`config.mk`:
```
export PLATFORM = sky130hd
export DESIGN_NAME = eth_tx_framer
export DESIGN_NICKNAME = d
export VERILOG_FILES = /design/src/rtl/eth_tx_framer.sv
export SDC_FILE = /design/constraint.sdc
export NUM_CORES = 1
export LEC_CHECK = 0
export ABC_CLOCK_PERIOD_IN_PS = 5480
export CORE_MARGIN = 2
export CORE_UTILIZATION = 30
export CTS_CLUSTER_DIAMETER = 150
export DETAILED_ROUTE_END_ITERATION = 16
export PLACE_DENSITY_LB_ADDON = 0.15
export SYNTH_ARGS = -nofsm -noshare
export SYNTH_HDL_FRONTEND = slang
export SYNTH_SLANG_ARGS = --single-unit
```
`constraint.sdc`:
```
create_clock -name clk -period 5.48 [get_ports clk]
set_input_delay 0.548 -clock clk [delete_from_list [all_inputs] [get_ports clk]]
set_output_delay 0.548 -clock clk [all_outputs]
set_load 0.05 [all_outputs]
```
`src/rtl/eth_tx_framer.sv`:
```
// GMII transmit framer: preamble/SFD, payload, zero padding, FCS append and
// inter-frame gap, steering an external CRC32 engine along the way.
`timescale 1ns/1ps
module eth_tx_framer #(
  parameter int MIN_LEN = 60,
  parameter int MAX_LEN = 1514,
  parameter int IFG_LEN = 12,
  parameter int CRC_LAT = 2
) (
  input  logic        clk,
  input  logic        rst,
  input  logic [7:0]  s_data,
  input  logic        s_valid,
  input  logic        s_last,
  output logic        s_ready,
  output logic        crc_init,
  output logic        crc_update,
  output logic [7:0]  crc_data,
  input  logic [31:0] crc_result,
  output logic [7:0]  gmii_txd,
  output logic        gmii_tx_en,
  output logic        gmii_tx_er,
  output logic        underrun,
  output logic        busy
);

  typedef enum logic [2:0] {IDLE, PRE, SFD, DATA, PAD, CRCW, FCS, IFG} state_t;

  // The wire path is CRC_LAT register stages deep while crc_data is one, so the
  // CRC result is ready exactly when the last data byte leaves the wire and the
  // FCS follows with no gap. The IFG wait is shortened by the same amount so the
  // idle time measured on the wire is IFG_LEN.
  localparam logic [7:0]  PRE_LAST  = 8'd6;
  localparam logic [7:0]  CRCW_LAST = 8'(CRC_LAT - 1);
  localparam logic [7:0]  IFG_LAST  = 8'(IFG_LEN - CRC_LAT - 1);
  localparam logic [11:0] MIN_M1    = 12'(MIN_LEN - 1);
  localparam logic [11:0] MAX_M1    = 12'(MAX_LEN - 1);

  state_t      state, state_nxt;
  logic [11:0] byte_cnt, byte_cnt_nxt;
  logic [7:0]  step_cnt, step_cnt_nxt;   // preamble, CRC wait, FCS index, IFG
  logic        drain, drain_nxt;         // discarding the tail of an aborted frame
  logic [31:0] fcs_q, fcs_nxt, fcs_now;
  logic [9:0]  pre_word;                 // {er, en, txd} entering the wire pipe
  logic        fcs_drive;
  logic [7:0]  fcs_byte;
  logic        s_ready_nxt, crc_init_nxt, crc_update_nxt, underrun_nxt;
  logic [7:0]  crc_data_nxt;
  logic [9:0]  wire_pipe [CRC_LAT];

  // FCS is the bit-reversed, inverted raw accumulator.
  always_comb begin
    for (int i = 0; i < 32; i++) fcs_now[i] = ~crc_result[31 - i];
  end

  // Next-state and next-output decode for the framing FSM.
  always_comb begin
    // NOTE: every signal written here gets a default first, so no path can
    // leave one unassigned and infer a latch.
    state_nxt      = state;
    byte_cnt_nxt   = byte_cnt;
    step_cnt_nxt   = step_cnt;
    drain_nxt      = drain;
    fcs_nxt        = fcs_q;
    pre_word       = '0;
    fcs_drive      = 1'b0;
    fcs_byte       = 8'h00;
    crc_init_nxt   = 1'b0;
    crc_update_nxt = 1'b0;
    crc_data_nxt   = 8'h00;
    underrun_nxt   = 1'b0;

    case (state)
      IDLE: begin
        if (s_valid) begin
          crc_init_nxt = 1'b1;
          byte_cnt_nxt = '0;
          step_cnt_nxt = '0;
          state_nxt    = PRE;
        end
      end
      PRE: begin
        pre_word = {2'b01, 8'h55};
        if (step_cnt == PRE_LAST) begin
          step_cnt_nxt = '0;
          state_nxt    = SFD;
        end else begin
          step_cnt_nxt = step_cnt + 8'd1;
        end
      end
      SFD: begin
        pre_word  = {2'b01, 8'hD5};
        state_nxt = DATA;
      end
      DATA: begin
        if (!s_valid || (byte_cnt == MAX_M1 && !s_last)) begin
          // Source starved or frame too long: flag the error on the wire and
          // swallow whatever remains of the frame before the gap starts.
          pre_word     = {2'b11, 8'h00};
          underrun_nxt = 1'b1;
          drain_nxt    = 1'b1;
          step_cnt_nxt = '0;
          state_nxt    = IFG;
        end else begin
          pre_word       = {2'b01, s_data};
          crc_update_nxt = 1'b1;
          crc_data_nxt   = s_data;
          byte_cnt_nxt   = byte_cnt + 12'd1;
          if (s_last) begin
            step_cnt_nxt = '0;
            state_nxt    = (byte_cnt < MIN_M1) ? PAD : CRCW;
          end
        end
      end
      PAD: begin
        pre_word       = {2'b01, 8'h00};
        crc_update_nxt = 1'b1;
        byte_cnt_nxt   = byte_cnt + 12'd1;
        if (byte_cnt == MIN_M1) begin
          step_cnt_nxt = '0;
          state_nxt    = CRCW;
        end
      end
      CRCW: begin
        if (step_cnt == CRCW_LAST) begin
          fcs_drive    = 1'b1;
          fcs_byte     = fcs_now[7:0];
          fcs_nxt      = fcs_now;
          step_cnt_nxt = 8'd1;
          state_nxt    = FCS;
        end else begin
          step_cnt_nxt = step_cnt + 8'd1;
        end
      end
      FCS: begin
        fcs_drive = 1'b1;
        case (step_cnt[1:0])
          2'd1:    fcs_byte = fcs_q[15:8];
          2'd2:    fcs_byte = fcs_q[23:16];
          default: fcs_byte = fcs_q[31:24];
        endcase
        if (step_cnt[1:0] == 2'd3) begin
          step_cnt_nxt = '0;
          state_nxt    = IFG;
        end else begin
          step_cnt_nxt = step_cnt + 8'd1;
        end
      end
      IFG: begin
        if (drain) begin
          if (s_valid && s_ready && s_last) drain_nxt = 1'b0;
        end else if (step_cnt == IFG_LAST) begin
          state_nxt = IDLE;
        end else begin
          step_cnt_nxt = step_cnt + 8'd1;
        end
      end
      default: state_nxt = IDLE;
    endcase

    s_ready_nxt = (state_nxt == DATA) || (state_nxt == IFG && drain_nxt);
  end

  // State, counters and registered control outputs.
  always_ff @(posedge clk) begin
    // NOTE: sequential state uses non-blocking assignments so every flop sees
    // the pre-edge value of its neighbours; the decode above uses blocking.
    if (rst) begin
      state      <= IDLE;
      byte_cnt   <= '0;
      step_cnt   <= '0;
      drain      <= 1'b0;
      fcs_q      <= '0;
      s_ready    <= 1'b0;
      crc_init   <= 1'b0;
      crc_update <= 1'b0;
      crc_data   <= 8'h00;
      underrun   <= 1'b0;
      busy       <= 1'b0;
    end else begin
      state      <= state_nxt;
      byte_cnt   <= byte_cnt_nxt;
      step_cnt   <= step_cnt_nxt;
      drain      <= drain_nxt;
      fcs_q      <= fcs_nxt;
      s_ready    <= s_ready_nxt;
      crc_init   <= crc_init_nxt;
      crc_update <= crc_update_nxt;
      crc_data   <= crc_data_nxt;
      underrun   <= underrun_nxt;
      busy       <= (state_nxt != IDLE);
    end
  end

  // Wire delay line; the FCS bypasses it straight into the output stage.
  always_ff @(posedge clk) begin
    if (rst) begin
      // NOTE: this small array drives output ports, so unlike a data-only
      // storage array it is reset to keep the wire quiet after reset.
      for (int i = 0; i < CRC_LAT; i++) wire_pipe[i] <= '0;
    end else begin
      wire_pipe[0] <= pre_word;
      for (int i = 1; i < CRC_LAT; i++) wire_pipe[i] <= wire_pipe[i - 1];
      if (fcs_drive) wire_pipe[CRC_LAT - 1] <= {2'b01, fcs_byte};
    end
  end

  assign {gmii_tx_er, gmii_tx_en, gmii_txd} = wire_pipe[CRC_LAT - 1];

endmodule
```
* Yosys cells after proc, flatten, opt, wreduce, memory -nomap -nowiden
Memories as Yosys holds them, arrays and structs flattened.
Cells that the tools add are included.
** Storage, ports and cells
- Register bits after elaboration :: 69
- Memory bits (writable) :: 20
- Input bits :: 44
- Output and inout bits :: 23
- Word-level logic and storage cells :: 141
- Memories kept :: 1
** Operators by class
- Add/subtract/negate cells :: 2
- Magnitude comparators :: 1
- Equality and inequality tests :: 23
- Muxes and demuxes :: 48
- Bitwise logic cells :: 37
- Reduce and logical (&&, ||, !) cells :: 18
** Memories
- wire_pipe :: words 2, width 10, rd ports 2, clocked after Yosys merged registers in 0, wr ports 2, line 49 : logic [9:0] wire_pipe [CRC_LAT];
** Operators by type and width (count)
- $mux W8 :: 10
- $pmux W8 S7 :: 1
- $mux W10 :: 4
- $pmux W10 S4 :: 1
- $pmux W12 S3 :: 1
- $not A1 Y1 :: 34
- $pmux W8 S2 :: 2
- $mux W3 :: 9
- $mux W12 :: 2
- $pmux W3 S8 :: 1
- $eq A3 B3 Y1 const B :: 5
- $mux W1 :: 14
- $add A12 B1 Y12 const B :: 1
- $eq A12 B11 Y1 const B :: 1
- $eq A12 B6 Y1 const B :: 1
- $lt A12 B6 Y1 const B :: 1
- $ne A2 B2 Y1 const B :: 5
- $eq A3 B2 Y1 const B :: 3
- $add A8 B1 Y8 const B :: 1
- $eq A8 B1 Y1 const B :: 1
- $eq A8 B3 Y1 const B :: 1
- $eq A8 B4 Y1 const B :: 1
- $reduce_bool A7 Y1 :: 1
- $pmux W1 S2 :: 3
- 15 further kinds :: 25

* Longest topological paths before layout
Gate-level depths: netlist (run 1).
- Depth after elaboration :: 8
- Gate-level depth with buffers :: 9
- Mapped depth without buffers :: 8

* Worst setup path after synthesis (run 1)
OpenSTA, ideal clock, no wires.
- Kind :: register to register
- Start point :: register step_cnt[1]
- End point :: register busy
- Library setup time :: 0.127 ns
- Arrival time :: 1.996 ns
- Required time :: 5.353 ns
- Path slack :: 3.357 ns
- Stages on the path, launching flop included :: 10
- Buffers on the path :: 2
- Period minus slack after synthesis :: 2.123 ns
- Cells stage by stage :: dfxtp_1 > inv_1 > ha_1 > clkbuf_1 > nor2b_1 > and4_1 > buf_2 > nor4_2 > a21oi_1 > or3b_1
** Between the ends
- Cells in the longest elaborated chain, start to end :: 5
- Elaborated cells between the ends (all ways) :: 11
- Classes of those cells :: eq/ne (4); mux (6); reduce/logical (1)
** RTL lines
- from (decl) :: line 41 : logic [7:0] step_cnt, step_cnt_nxt;
- from (signal assigned) :: line 183 : step_cnt <= step_cnt_nxt;
- $eq A8 B4 Y1 :: line 152 : end else if (step_cnt == IFG_LAST) begin
- $mux W3 :: line 152
- $mux W3 :: line 150 : if (drain) begin
- $pmux W3 S8 * :: line 73 : case (state)
- $reduce_bool A3 Y1 * :: line 191 : busy <= (state_nxt != IDLE);
- to (signal assigned) :: line 191
- to (decl) :: line 24 : output logic busy
Every way passes the cells marked *; elsewhere a longest branch is shown, timed or not.
A chain may end at the register's enable or synchronous reset.

==> impl_metrics.yaml, run 1 <==
grt:
  overflow: 0
  grt_pass1_vias: 3160
  grt_use_total_pct: 15.0
  grt_max_degree: 66
  grt_pass1_wl_microns: 15500
  antenna_found_initial: 0
finish:
  nets: 537
  seqCellArea_sq_mm: 0.00162
  final_cell_mix: "81 x dfxtp_1, 65 x clkdlybuf4s50_1, 64 x nor2_1, 43 x nand2_1, 31 x a21oi_1"
  drive_above_1_share_pct: 6.50
  synthToLayoutAreaGrowth_pct: 29.6
  layout_commonest_cell: "dfxtp_1"
  multi_input_area_sq_mm: 0.00186
  finish.instance_area_sq_mm: 0.00472
  fillers: 1203
  stdcell_count: 639
  diodes: 0
clock_network:
  cts_buffers: 9
  clock_latency_ns: 0.33
  h-tree-depth: 3
  cts_sinks: 81
  hold_buffers: 0
  path_clk_slew_ns: 0.06
  postCtsSetupRepairBufs: 0
  cts.path.max_buffers: 2
  root_buffer: "clkbuf_16"
  cts_resized: 0
  cts_tree: "yes"
timing:
  finClkSkew_ns: 0.00619
  slew_headroom_pct: 18.3
  fmax_mhz: 324
  rsz0062_at_grt: "false"
  slew_viol_final: 0
  fin_crit_ns: 3.08
  hold_slack_ns: 0.430
  worst_pin_slew_ns: 1.21
  hold_viol: 0
  setup_ws_ns: 2.40
  min_period_over_period_pct: 56.3
  setup-tns-final_ns: 0
  setup_viol: 0
pwr:
  powerDensity_mw_per_mm2: 304
  ir_drop_mv: 0.107
  internal_power_mw: 1.11
  seqPwrFrac_pct: 42.6
  switchingPower_mw: 0.329
  cellLeakagePower_nw: 1.59
  p_comb_share_pct: 9.7
  swShare_pct: 22.9
  power_frac_clock_pct: 47.7
setup_path:
  setup.worst_path.start: "step_cnt[0]$_SDFFE_PP0P_"
  crit_path_max_fanout: 28
  r2r_setup_slack_ns: 2.40
  critical_path_class: "register to register"
  path_delay_family: "simple AND/OR/NAND/NOR gates"
  path_buf_inv: 1
  cp-end-kind: "register"
  start_kind: "register"
  worstPathArrival_ns: 3.27
  crit_top_cell: "a21oi_1"
  critPathMaxStageDelay_ns: 0.80
  rr_startpoint: "step_cnt[0]$_SDFFE_PP0P_"
  slowest_stage: "and4_1"
  critPathRequiredTime_ns: 5.67
  path_cells: "ha_1 > nor2b_1 > and4_1 > buf_4 > nor2_1 > a21oi_1 > a21oi_1"
yosys:
  syn_area_sq_mm: 0.00364
  synthArstFlopShare_pct: 0
  syn_avg_cell_area_sq_um: 8.35
  synth_edf_count: 0
  synth_cell_types: 54
  yosysWarnings: 0
  synth_nets: 486
  synthFlopType: "dfxtp_1"
  synthCells: 436
  synth-seq-cells: 81
  ys_seq_area_share_pct: 44.6
floorplan:
  die_area_sq_mm: 0.0130
  start_util_pct: 30.6
  pin_count: 67
  die_w_microns: 114
  rows: 40
  die-height_microns: 114
  core_area_sq_mm: 0.0119
route:
  postRouteAntennaNets: 0
  wirelength_microns: 9420
  drt-pass1-iter-count: 4
  drc: 0
  drtIter0Drc: 271
  detail_route.wl_per_cell_microns: 14.7
  vias: 3199
  routed_via_density: 5.01
status:
  status: "finished clean"
placement:
  portBuffers: 66
  routabilityCongestion: 0.788
  post-place-ws_ns: 2.26
  dp.cells: 623
  dp_hpwl_microns: 6630
  dpl_cell_area_sq_mm: 0.00438
run:
  cap_violations: 0
worst_hold_path:
  min_from: "wire_pipe[0][8]$_SDFF_PP0_"
  hp-class: "register to register"
-- registers in the layout, indices dropped and copies added (netlist names) --
| register | flops |
|---|---|
| busy | 1 |
| byte_cnt | 12 |
| crc_data | 8 |
| crc_init | 1 |
| crc_update | 1 |
| drain | 1 |
| fcs_q | 24 |
| s_ready | 1 |
| state | 3 |
| step_cnt | 8 |
| underrun | 1 |
| wire_pipe | 20 |
-- stage by stage --
step	util (%)	power, mW
detailed placement	36.8	0.764
floorplan	-	0.702
finish	39.6	1.43
global placement	36.8	0.765
CTS	39.6	1.45
global route	39.6	1.49
-- layout make-up --
cell class	instances	area share [%]
Clock inverter	5	2.20
Clock buffer	11	4.93
Inverter	12	0.955
Multi-Input combinational cell	315	39.4
Tap cell	147	3.90
Timing Repair Buffer	68	14.2
Sequential cell	81	34.4
-- logic make-up (layout without fill, tap and decap cells) --
family	Yosys count	after routing	synth area share (%)
and+or+nand+nor	181	181	24.6
AOI/OAI and AO/OA	118	118	22.0
DFF	81	81	44.6
buffers and inverters	40	96	4.33
xor gates and xnor gates	9	9	2.17
adders and majority gates	6	6	2.06
muxes	1	1	0.275
-- power by group through the flow --
stage          sequential, mW  clock [mW]  combinational [mW]
2_1_floorplan           0.632           0              0.0704
3_3_place_gp            0.624           0               0.141
3_5_place_dp            0.625           0               0.139
4_1_cts                 0.611       0.699               0.140
5_1_grt                 0.612       0.722               0.153
6_report                0.611       0.684               0.139
-- worst reg2reg max path, stage by stage (launching register included) --
cell     delay, ns
dfxtp_1       0.42
ha_1          0.44
nor2b_1       0.37
and4_1        0.80
buf_4         0.41
nor2_1        0.21
a21oi_1       0.22
a21oi_1       0.08
-- synth_stat cells, drive strengths merged, types with 2 or more instances --
cell type / number / area, sq um
nand3b: 3 / 22.5
and2: 13 / 81.3
a21oi: 32 / 164
a21o: 3 / 30.0
nor2: 64 / 240
nor4: 5 / 52.6
a211oi: 25 / 188
nand3: 12 / 60.1
o31ai: 2 / 28.8
or2: 4 / 25.0
clkbuf: 21 / 78.8
o211ai: 3 / 27.5
o21ai: 26 / 130
inv: 12 / 45.0
o21bai: 2 / 15.0
nand2b: 6 / 37.5
dfxtp: 81 / 1620
xor2: 9 / 78.8
nor2b: 4 / 25.0
o32ai: 4 / 35.0
and3: 2 / 12.5
and4: 2 / 17.5
ha: 6 / 75.1
nand4: 7 / 43.8
buf: 7 / 33.8
nand2: 43 / 161
a31oi: 2 / 12.5
or3: 3 / 23.8
a22oi: 9 / 67.6
nor3: 8 / 40.0
-- routing by layer --
layer / share of wire, % / wire [microns] / GRT usage (%) / up-vias
met2: 44 / 4110 / 23.7 / 61
met4: 2.2 / 205 / 6.75 / 0
met1: 50 / 4710 / 19.8 / 1480
met3: 4.1 / 386 / 3.02 / 16
li1: - / - / - / 1642
met5: 0 / 0 / 0 / -
-- final timing paths --
| check | endpoint | depth (start not counted) |
|---|---|---|
| max reg2reg | wire_pipe[1][7]$_DFF_P_ | 7 |
| min reg2reg | wire_pipe[1][8]$_SDFF_PP1_ | 2 |
| max | wire_pipe[1][7]$_DFF_P_ | 7 |
| min | wire_pipe[1][8]$_SDFF_PP1_ | 2 |
(Power assumes the default switching activity.)
==> run 2: changes to the inputs <==
ABC_CLOCK_PERIOD_IN_PS = 3000   (was 5480)
clock period = 3 ns   (was 5.48 ns; I/O delays follow)
==> impl_metrics.yaml, run 2 (synthesized netlist as in run 1, its figures left out) <==
status:
  status: "finished clean"
placement:
  dp_hpwl_microns: 6660
  dp.cells: 628
  post-place-ws_ns: 0.480
  portBuffers: 66
  routabilityCongestion: 0.775
finish:
  diodes: 0
  nets: 542
  stdcell_count: 644
  synthToLayoutAreaGrowth_pct: 30.8
  fillers: 1222
  regMostFlops: "fcs_q"
  layout_commonest_cell: "dfxtp_1"
  utilization_pct: 40.0
  drive_above_1_share_pct: 7.85
  final_cell_mix: "81 x dfxtp_1, 65 x clkdlybuf4s50_1, 64 x nor2_1, 43 x nand2_1, 31 x a21oi_1"
  largest_reg_flops: 24
  top_regs: "fcs_q (24), wire_pipe (20), byte_cnt (12)"
clock_network:
  cts_resized: 0
  path_clk_slew_ns: 0.06
  postCtsSetupRepairBufs: 0
  hold_buffers: 0
  cts.path.max_buffers: 2
  cts_sinks: 81
  cts_buffers: 9
  clock_latency_ns: 0.34
  cts_tree: "yes"
  h-tree-depth: 3
  root_buffer: "clkbuf_16"
grt:
  grt_use_total_pct: 15.0
  grt_pass1_vias: 3125
  antenna_found_initial: 0
  overflow: 0
  grt_max_degree: 51
  grt_pass1_wl_microns: 15500
setup_path:
  worstPathArrival_ns: 2.66
  critical_path_class: "register to register"
  critPathMaxStageDelay_ns: 0.43
  start_kind: "register"
  path_cells: "ha_1 > nor2b_1 > a41oi_1 > nor4_2 > a21oi_1 > or3b_1"
  slowest_stage: "dfxtp_1"
  setup.worst_path.start: "step_cnt[0]$_SDFFE_PP0P_"
  cp-end-kind: "register"
  r2r_setup_slack_ns: 0.55
  reg2reg_to: "busy$_SDFF_PP0_"
  crit_path_max_fanout: 10
  crit_end: "busy$_SDFF_PP0_"
  rr_startpoint: "step_cnt[0]$_SDFFE_PP0P_"
  critPathRequiredTime_ns: 3.21
  reg2reg_depth: 6
timing:
  slew_viol_final: 0
  finClkSkew_ns: 0.00584
  slew_headroom_pct: 41.7
  hold_viol: 0
  fmax_mhz: 409
  setup-tns-final_ns: 0
  worst_pin_slew_ns: 0.867
  rsz0062_at_grt: "false"
  fin_crit_ns: 2.45
  setup_viol: 0
  min_period_over_period_pct: 81.5
  setup_ws_ns: 0.554
pwr:
  power.total_mw: 2.64
  ir_drop_mv: 0.255
  switchingPower_mw: 0.614
  swShare_pct: 23.3
  powerDensity_mw_per_mm2: 554
  internal_power_mw: 2.03
  power_frac_clock_pct: 47.8
  seqPwrFrac_pct: 41.8
  p_comb_share_pct: 10.4
  cellLeakagePower_nw: 1.62
route:
  vias: 3238
  routed_via_density: 5.03
  wirelength_microns: 9510
  postRouteAntennaNets: 0
  drtIter0Drc: 218
  drt-pass1-iter-count: 4
  drc: 0
  detail_route.wl_per_cell_microns: 14.8
floorplan:
  die-height_microns: 114
  die_area_sq_mm: 0.0130
  rows: 40
  die_w_microns: 114
  pin_count: 67
  core_area_sq_mm: 0.0119
  start_util_pct: 30.6
worst_hold_path:
  hp-class: "input port to register"
run:
  cap_violations: 0
run 2: power by group through the flow:
stage	registers [mW]	clock network, mW	logic, mW
finish	1.10	1.26	0.274
global route	1.11	1.33	0.300
CTS	1.10	1.29	0.276
detailed placement	1.13	0	0.273
global placement	1.13	0	0.274
floorplan	1.15	0	0.129
run 2: worst min path at each step:
stage                               start                         end  slack (ns)  cells after the start
2_1_floorplan              crc_result[21]      fcs_q[10]$_SDFFE_PP0P_        0.40                      1
3_3_place_gp   wire_pipe[0][8]$_SDFF_PP0_  wire_pipe[1][8]$_SDFF_PP1_        0.42                      2
3_5_place_dp   wire_pipe[0][8]$_SDFF_PP0_  wire_pipe[1][8]$_SDFF_PP1_        0.42                      2
4_1_cts                               rst    byte_cnt[4]$_SDFFE_PP0P_        0.37                      2
5_1_grt                               rst    byte_cnt[1]$_SDFFE_PP0P_        0.42                      2
6_report                              rst    byte_cnt[1]$_SDFFE_PP0P_        0.38                      2
run 2: worst max-delay path: cells and delay by family (launching register included):
family | cells | cell delay [ns]
DFF | 1 | 0.43
adders and majority gates | 1 | 0.42
AOI/OAI and AO/OA | 2 | 0.36
and+or+nand+nor | 3 | 1.12
run 2: routing by layer:
layer	track usage [%]	share of wire [%]	up-vias
met1	20.6	49	1504
met2	23.1	45	76
met5	0	0	-
li1	-	-	1651
met3	4.29	5.4	7
met4	4.15	0.92	0
run 2: cell type report:
cell class | instances | area [sq um] | area share, %
clock buffer | 9 | 225 | 4.73
clock inverter | 7 | 118 | 2.47
inverter | 12 | 45.0 | 0.946
multi-input combinational | 315 | 1860 | 39.1
sequential | 81 | 1620 | 34.1
tap | 147 | 184 | 3.86
timing repair buffer | 73 | 708 | 14.9
run 2: per-stage QoR:
| stage | instance area [sq um] | hold WS [ns] |
|---|---|---|
| final | 4760 | 0.377 |
| after global routing | 4760 | 0.419 |
| after CTS | 4760 | 0.371 |
| after detailed placement | 4420 | 0.424 |
| after global placement | 4420 | 0.420 |
| after floorplan | 3640 | 0.396 |
==> run 3: changes to the inputs <==
ABC_CLOCK_PERIOD_IN_PS = 2200   (was 3000)
clock period = 2.2 ns   (was 3 ns; I/O delays follow)
==> impl_metrics.yaml, run 3 (synthesized netlist as in run 1, its figures left out) <==
status:
  status: "finished clean"
placement:
  dp_hpwl_microns: 7030
  portBuffers: 66
  routabilityCongestion: 0.864
setup_path:
  cp-end-kind: "register"
  start_kind: "register"
  slowest_stage: "or4b_4"
  path_delay_family: "simple AND/OR/NAND/NOR gates"
  critPathMaxStageDelay_ns: 0.54
  path_buf_inv: 0
  crit_end: "step_cnt[6]$_SDFFE_PP0P_"
  worst-path-stages: 6
  setup.worst_path.start: "byte_cnt[9]$_SDFFE_PP0P_"
  critPathRequiredTime_ns: 2.47
  r2r_setup_slack_ns: 0.12
  reg2reg_depth: 6
  reg2reg_to: "step_cnt[6]$_SDFFE_PP0P_"
  worstPathArrival_ns: 2.35
  crit_path_max_fanout: 8
  rr_startpoint: "byte_cnt[9]$_SDFFE_PP0P_"
  path_cells: "or4b_4 > o31ai_4 > nor2_1 > a21o_4 > or3_4 > o211ai_2"
  critical_path_class: "register to register"
grt:
  met3_usage_pct: 4.18
  grt_busiest_layer: "met2"
  grt_pass1_wl_microns: 15700
  antenna_found_initial: 0
  met2_usage_pct: 23.5
  grt_use_total_pct: 15.3
  overflow: 0
  grt_util_met1_pct: 20.5
  grt_pass1_vias: 3119
  grt_max_degree: 51
route:
  drt-pass1-iter-count: 4
  routed_via_density: 4.96
  vias: 3273
  postRouteAntennaNets: 0
  drtIter0Drc: 197
  drc: 0
  wirelength_microns: 9720
  detail_route.wl_per_cell_microns: 14.7
timing:
  setup_viol: 0
  finClkSkew_ns: 0.00974
  setup-tns-final_ns: 0
  rsz0062_at_grt: "false"
  slew_headroom_pct: 59.9
  fmax_mhz: 481
  hold_slack_ns: 0.263
  min_period_over_period_pct: 94.4
  hold_viol: 0
  fin_crit_ns: 2.08
  slew_viol_final: 0
  worst_pin_slew_ns: 0.600
floorplan:
  die_w_microns: 114
  core_area_sq_mm: 0.0119
  die_area_sq_mm: 0.0130
  pin_count: 67
  die-height_microns: 114
  rows: 40
  start_util_pct: 30.6
finish:
  regMostFlops: "fcs_q"
  diodes: 0
  synthToLayoutAreaGrowth_pct: 33.6
  nets: 558
  final_cell_mix: "81 x dfxtp_1, 65 x clkdlybuf4s50_1, 64 x nor2_1, 43 x nand2_1, 31 x a21oi_1"
  largest_reg_flops: 24
  layout_commonest_cell: "dfxtp_1"
  top_regs: "fcs_q (24), wire_pipe (20), byte_cnt (12)"
  drive_above_1_share_pct: 11.1
pwr:
  ir_drop_mv: 0.267
  powerDensity_mw_per_mm2: 699
  cellLeakagePower_nw: 1.68
worst_hold_path:
  hp-class: "input port to register"
clock_network:
  cts.path.max_buffers: 2
  path_clk_slew_ns: 0.06
  cts_buffers: 9
  clock_latency_ns: 0.34
  h-tree-depth: 3
  cts_tree: "yes"
  root_buffer: "clkbuf_16"
  cts_sinks: 81
run:
  cap_violations: 0
run 3: layout make-up:
class / instances / area, sq um
inverters: 12 / 45.0
fillers: 1211 / 7050
repair buffers: 89 / 841
clock buffers: 10 / 229
clock inverters: 6 / 67.6
multi-input cells: 315 / 1870
well taps: 147 / 184
flip-flops and latches: 81 / 1620
run 3: report_power, final:
| group | switching [mW] | leakage, nW | internal, mW |
|---|---|---|---|
| sequential | 0.0158 | 0.655 | 1.49 |
| combinational | 0.217 | 0.886 | 0.175 |
| clock | 0.615 | 0.139 | 0.883 |
| total | 0.848 | 1.68 | 2.55 |
run 3: layer usage:
metal | routed length [microns] | part of all wire, % | vias up
li1 | - | - | 1684
met1 | 4810 | 50 | 1500
met2 | 4250 | 44 | 76
met3 | 468 | 4.8 | 13
met4 | 187 | 1.9 | 0
met5 | 0 | 0 | -
run 3: timing repair:
action                     4_1_cts  5_1_grt
setup endpoints to repair        0       42
buffers inserted                 0        0
hold endpoints to repair         0        0
hold buffers                     0        0
resized for setup                0        4
run 3: per-stage QoR:
| step | instance area [sq um] | power (mW) | setup WS [ns] | cells | util, % |
|---|---|---|---|---|---|
| CTS | 4850 | 3.44 | 0.0547 | 660 | 40.7 |
| finish | 4860 | 3.40 | 0.123 | 660 | 40.8 |
| floorplan | 3640 | 1.75 | 0.0769 | 436 | - |
| global route | 4860 | 3.54 | 0.0379 | 660 | 40.8 |
| detailed placement | 4550 | 1.94 | 0.0311 | 644 | 38.2 |
| global placement | 4550 | 1.94 | 0.0708 | 644 | 38.2 |
run 3: worst min path at each step:
stage	startpoint	endpoint	slack [ns]	depth (start not counted)
2_1_floorplan	crc_result[21]	fcs_q[10]$_SDFFE_PP0P_	0.32	1
3_3_place_gp	wire_pipe[0][8]$_SDFF_PP0_	wire_pipe[1][8]$_SDFF_PP1_	0.45	2
3_5_place_dp	wire_pipe[0][8]$_SDFF_PP0_	wire_pipe[1][8]$_SDFF_PP1_	0.46	2
4_1_cts	rst	byte_cnt[4]$_SDFFE_PP0P_	0.25	2
5_1_grt	rst	wire_pipe[0][8]$_SDFF_PP0_	0.29	2
6_report	rst	byte_cnt[4]$_SDFFE_PP0P_	0.26	2
